### config.mk
export PLATFORM = sky130hd
export DESIGN_NAME = pmem_arbiter_rr
export DESIGN_NICKNAME = d
export VERILOG_FILES = /design/src/rtl/arbiter_pkg.sv /design/src/rtl/rr_picker.sv /design/src/rtl/pmem_arbiter_rr.sv
export SDC_FILE = /design/constraint.sdc
export NUM_CORES = 1
export LEC_CHECK = 0
export CAP_MARGIN = 20
export CORE_AREA = 2 2 539 541
export DETAILED_ROUTE_END_ITERATION = 10
export DIE_AREA = 0 0 541 543
export MAX_ROUTING_LAYER = met4
export PLACE_DENSITY = 0.31
export SYNTH_ARGS = -nofsm -noshare
export SYNTH_HDL_FRONTEND = slang
export SYNTH_HIERARCHICAL = 1
export SYNTH_SLANG_ARGS = --single-unit
### constraint.sdc
create_clock -name clk -period 4 [get_ports clk]
set_input_delay 0.4 -clock clk [delete_from_list [all_inputs] [get_ports clk]]
set_output_delay 0.4 -clock clk [all_outputs]
set_load 0.02 [all_outputs]
### src/rtl/arbiter_pkg.sv
// Shared types and constants for the physical-memory arbiter.
package arbiter_pkg;

    typedef enum logic [0:0] {
        IDLE = 1'b0,
        BUSY = 1'b1
    } arb_state_e;

    typedef enum logic [0:0] {
        OP_READ  = 1'b0,
        OP_WRITE = 1'b1
    } arb_op_e;

    // Values accepted by the RR_EN parameter.
    localparam int unsigned ARB_MODE_FIXED = 0;
    localparam int unsigned ARB_MODE_RR    = 1;

    // Width of a port index / round-robin pointer; never narrower than one bit.
    function automatic int unsigned ptr_width(input int unsigned n);
        return (n > 1) ? $clog2(n) : 1;
    endfunction

endpackage

### src/rtl/rr_picker.sv
// Combinational winner selection: round-robin from a start pointer, or lowest index first.
module rr_picker
    import arbiter_pkg::*;
#(
    parameter int unsigned NUM_PORTS = 2,
    parameter int unsigned PTR_W     = ptr_width(NUM_PORTS)
) (
    input  logic [NUM_PORTS-1:0] pending,
    input  logic [PTR_W-1:0]     start,
    input  logic                 rr_en,
    output logic [NUM_PORTS-1:0] winner,
    output logic                 valid
);

    // Walk the ports from the start index, wrapping once; first pending port wins.
    always_comb begin
        int unsigned base;
        int unsigned idx;
        winner = '0;
        valid  = 1'b0;
        base   = rr_en ? 32'(start) : 32'd0;
        idx    = 0;
        for (int unsigned i = 0; i < NUM_PORTS; i++) begin
            idx = base + i;
            if (idx >= NUM_PORTS) begin
                idx = idx - NUM_PORTS;
            end
            if (!valid && pending[PTR_W'(idx)]) begin
                winner[PTR_W'(idx)] = 1'b1;
                valid               = 1'b1;
            end
        end
    end

endmodule

### src/rtl/pmem_arbiter_rr.sv
// N-port arbiter in front of one physical-memory interface; owns the command for a whole transaction.
module pmem_arbiter_rr
    import arbiter_pkg::*;
#(
    parameter int unsigned NUM_PORTS = 2,
    parameter int unsigned ADDR_W    = 32,
    parameter int unsigned LINE_W    = 256,
    parameter int unsigned RR_EN     = ARB_MODE_RR
) (
    input  logic                             clk,
    input  logic                             rst,
    input  logic [NUM_PORTS-1:0]             req_read,
    input  logic [NUM_PORTS-1:0]             req_write,
    input  logic [NUM_PORTS-1:0][ADDR_W-1:0] req_addr,
    input  logic [NUM_PORTS-1:0][LINE_W-1:0] req_wdata,
    output logic [NUM_PORTS-1:0]             req_resp,
    output logic [LINE_W-1:0]                req_rdata,
    output logic                             pmem_read,
    output logic                             pmem_write,
    output logic [ADDR_W-1:0]                pmem_addr,
    output logic [LINE_W-1:0]                pmem_wdata,
    input  logic [LINE_W-1:0]                pmem_rdata,
    input  logic                             pmem_resp,
    output logic [NUM_PORTS-1:0]             grant
);

    localparam int unsigned PTR_W   = ptr_width(NUM_PORTS);
    localparam logic        RR_MODE = (RR_EN == ARB_MODE_RR);

    arb_state_e             state_q, state_d;
    logic [NUM_PORTS-1:0]   grant_q, grant_d;
    logic [PTR_W-1:0]       idx_q,   idx_d;
    arb_op_e                op_q,    op_d;
    logic [ADDR_W-1:0]      addr_q,  addr_d;
    logic [LINE_W-1:0]      wdata_q, wdata_d;
    logic [PTR_W-1:0]       ptr_q,   ptr_d;

    logic                   busy;
    logic                   load;
    logic [NUM_PORTS-1:0]   pending;
    logic [NUM_PORTS-1:0]   pick_pending;
    logic [PTR_W-1:0]       pick_start;
    logic [PTR_W-1:0]       ptr_inc;
    logic [NUM_PORTS-1:0]   win_oh;
    logic                   win_valid;
    logic [PTR_W-1:0]       win_idx;

    assign busy    = (state_q == BUSY);
    assign pending = req_read | req_write;

    // Index after the current owner, wrapping at NUM_PORTS.
    assign ptr_inc = (idx_q == PTR_W'(NUM_PORTS - 1)) ? '0 : idx_q + PTR_W'(1);

    // While busy the owner still shows its request, so it is excluded from the handoff pick.
    assign pick_pending = busy ? (pending & ~grant_q) : pending;
    assign pick_start   = busy ? ptr_inc : ptr_q;

    rr_picker #(
        .NUM_PORTS (NUM_PORTS),
        .PTR_W     (PTR_W)
    ) u_picker (
        .pending (pick_pending),
        .start   (pick_start),
        .rr_en   (RR_MODE),
        .winner  (win_oh),
        .valid   (win_valid)
    );

    // One-hot winner to binary index for field muxing.
    always_comb begin
        win_idx = '0;
        for (int unsigned i = 0; i < NUM_PORTS; i++) begin
            if (win_oh[i]) begin
                win_idx = PTR_W'(i);
            end
        end
    end

    // Next-state: grant from IDLE, hand off or release on completion.
    always_comb begin
        state_d = state_q;
        grant_d = grant_q;
        idx_d   = idx_q;
        op_d    = op_q;
        addr_d  = addr_q;
        wdata_d = wdata_q;
        ptr_d   = ptr_q;
        load    = 1'b0;

        case (state_q)
            IDLE: begin
                load = win_valid;
            end
            BUSY: begin
                if (pmem_resp) begin
                    ptr_d = ptr_inc;
                    load  = win_valid;
                    if (!win_valid) begin
                        state_d = IDLE;
                        grant_d = '0;
                    end
                end
            end
            default: begin
                state_d = IDLE;
                grant_d = '0;
            end
        endcase

        // Write wins when a port raises read and write together.
        if (load) begin
            state_d = BUSY;
            grant_d = win_oh;
            idx_d   = win_idx;
            op_d    = (|(req_write & win_oh)) ? OP_WRITE : OP_READ;
            addr_d  = req_addr[win_idx];
            wdata_d = req_wdata[win_idx];
        end
    end

    // State, owner, command latches and round-robin pointer.
    always_ff @(posedge clk) begin
        if (rst) begin
            state_q <= IDLE;
            grant_q <= '0;
            idx_q   <= '0;
            op_q    <= OP_READ;
            addr_q  <= '0;
            wdata_q <= '0;
            ptr_q   <= '0;
        end else begin
            state_q <= state_d;
            grant_q <= grant_d;
            idx_q   <= idx_d;
            op_q    <= op_d;
            addr_q  <= addr_d;
            wdata_q <= wdata_d;
            ptr_q   <= ptr_d;
        end
    end

    assign grant      = grant_q;
    assign pmem_read  = busy && (op_q == OP_READ);
    assign pmem_write = busy && (op_q == OP_WRITE);
    assign pmem_addr  = addr_q;
    assign pmem_wdata = wdata_q;

    // Completion is routed to the owner only; a response while idle is dropped.
    assign req_resp  = (busy && pmem_resp) ? grant_q    : '0;
    assign req_rdata = (busy && pmem_resp) ? pmem_rdata : '0;

endmodule

==> results.yml <==
place:
  routabilityCongestion: 0.927
  hpwl_um: 165000
  place_inst: 6382
  portBuffers: 1388
sta:
  period_minus_slack_ns: 3.54
  final_max_slew_viol_count: 0
  min_period_over_period: 0.885
  skew_ns: 0.0333
  report.final.setup_viol: 0
  relSlewSlack: 0.400
  fmax_mhz: 282
  tightest_slew_ns: 0.900
  tns_ns: 0
  final_hold_viol_count: 0
  rsz0062_at_grt: "false"
drt:
  ant_nets: 0
  drt_first_iter_violations: 806
  vias: 17300
  viasPerCell: 2.65
  drc: 0
  drt-wirelength-per-cell_um: 28.9
  firstDrtPassIters: 5
  wirelength_um: 189000
clock_tree:
  cts.path.max_buffers: 3
  path_clk_slew_ns: 0.07
  root_buffer: "clkbuf_16"
  cts_buffers: 45
  holdBufCountCts: 0
  clock-sinks: 294
  cts_resized: 0
  clock_latency_ns: 0.68
  cts-htree-levels: 2
  cts_setup_buffers: 0
  cts_tree: "yes"
final_layout:
  ff_latch_area_sq_um: 5890
  fin_util: 0.118
  stdcell_count: 6546
  nets: 3487
  area_delta_synth_final_pct: 146
  multi_input_area_sq_um: 7220
  drive_gt1_frac: 0.0474
  fillers: 32900
min_path:
  min-delay-path-class: "input pin to flip-flop"
  holdPathStages: 3
yosys:
  syn_inst: 1314
  synthArstFlopShare: 0
  synth.most_common_cell: "dfxtp_1"
  ys_ff_latch: 294
  ys.flop_type: "dfxtp_1"
  yosysTopAreaCell: "dfxtp_1"
  synth.distinct_cells: 25
  synth_edf_count: 0
  ys.warnings.count: 6
  ys_seq_area_frac: 0.426
  synth.area.top_cells: "dfxtp_1 (43%), mux2i_1 (21%), o2bb2ai_1 (18%), and3_1 (12%), buf_2 (3.1%)"
  synth.top_cell.area_share: 0.426
  synth_common_cells: "dfxtp_1 (294), o2bb2ai_1 (290), mux2i_1 (289), and3_1 (258), buf_2 (86)"
  syn_area_per_cell_sq_um: 10.5
  syn_area_sq_um: 13800
floorplanning:
  die_w_um: 541
  rows: 197
  start_util: 0.0481
  die_h_um: 543
  core_sq_um: 287000
  ios: 1389
  die_area_sq_um: 294000
flow_run:
  maxCapViolCount: 0
setup_path:
  critical_path_buf_inv_count: 2
  crit_arrival_ns: 3.14
  worst_setup_path_end_kind: "output port"
  crit_cells: 3
  cp_slowest_cell: "clkdlybuf4s50_1"
  critPathMaxFanout: 79
  slowest_delay_ns: 0.69
  required_ns: 3.60
  crit_family: "buffers and inverters"
  critPathKind: "flip-flop to output port"
  crit_chain: "buf_4 > and3_1 > clkdlybuf4s50_1"
  startpoint_type: "flip-flop"
  reg2regPathDepth: 9
power_and_ir_drop:
  intPower_mw: 7.51
  power_frac_seq: 0.302
  power_mw: 11.5
  p_per_area_nw_per_um2: 338
  leakagePower_nw: 12.0
  p_sw_frac: 0.347
  comb_power_share: 0.339
  p_switching_mw: 3.99
  irDropWorstVdd_mv: 0.284
  p_clk_frac: 0.359
outcome:
  status: "complete, no violations"
global_routing:
  grt_pass1_vias: 18200
  grt_util_all_layers: 0.127
  antenna_found_initial: 189
  grt_max_degree: 112
  grt.overflow.total: 0
  grt_pass1_wl_um: 229000
-- cells in the final DEF, fill, tap and decap left out, types with 3 or more instances in the layout --
| cell | count |
|---|---|
| clkbuf_1 | 12 |
| inv_1 | 3 |
| clkbuf_8 | 11 |
| dfxtp_1 | 293 |
| clkdlybuf4s50_1 | 1384 |
| o2bb2ai_1 | 290 |
| mux2i_1 | 289 |
| clkinv_2 | 3 |
| buf_12 | 15 |
| a21oi_1 | 5 |
| diode_2 | 87 |
| nor2_1 | 5 |
| and3_1 | 258 |
| buf_4 | 42 |
| clkbuf_16 | 45 |
-- sequential cells by signal, indices dropped and copies added (netlist names) --
signal,flops
idx_q,1
pmem_wdata,256
grant,2
ptr_q,1
op_q,1
busy,1
pmem_addr,32
-- worst min-delay path: stages --
cell and delay (ns):
clkdlybuf4s50_1 0.39, mux2i_1 0.13, o2bb2ai_1 0.07
-- final timing paths --
path                        from              end  slack, ns
setup reg to reg            busy   pmem_wdata[57]       1.16
hold / removal    req_wdata[255]  pmem_wdata[255]       0.35
setup / recovery            busy   req_rdata[205]       0.46
hold reg to reg   pmem_wdata[96]   pmem_wdata[96]       0.46
-- through the flow --
step / hold slack (ns) / setup WS (ns) / cell area, sq um
floorplan: 0.445 / 2.01 / 13800
global placement: 0.443 / 0.809 / 32300
detailed placement: 0.446 / 0.766 / 32300
CTS: 0.243 / 0.301 / 33700
global route: 0.316 / 0.260 / 34000
finish: 0.351 / 0.459 / 34000
-- metal layers --
metal	GRT usage	vias up	wire length [um]
li1	-	7842	-
met1	0.119	8147	66600
met2	0.227	1125	96000
met3	0.0690	233	21500
met4	0.0296	0	5190
met5	-	-	0
-- power by group through the flow --
| stage | Clock (mW) | Combinational [mW] | Sequential, mW |
|---|---|---|---|
| after floorplan | 0 | 1.10 | 3.85 |
| after global placement | 0 | 4.03 | 3.54 |
| after detailed placement | 0 | 4.01 | 3.54 |
| after CTS | 4.42 | 4.03 | 3.48 |
| after global routing | 4.43 | 4.12 | 3.52 |
| final | 4.13 | 3.89 | 3.48 |
-- cell type report --
type	count	area share
clock inverter	9	0.00291
timing repair buffer	1442	0.426
clock buffer	68	0.0389
multi-input combinational	862	0.212
sequential	294	0.173
antenna	87	0.00641
inverter	3	0.000332
tap	3781	0.139
-- kinds of logic after synthesis --
group / count (synthesis) / share of synthesized area
buffers and inverters: 159 / 0.0539
and+or+nand+nor: 269 / 0.121
DFF: 294 / 0.426
AOI/OAI and AO/OA: 302 / 0.190
other: 1 / 0.000271
muxes: 289 / 0.209
Power figures use the tool's default switching activity.
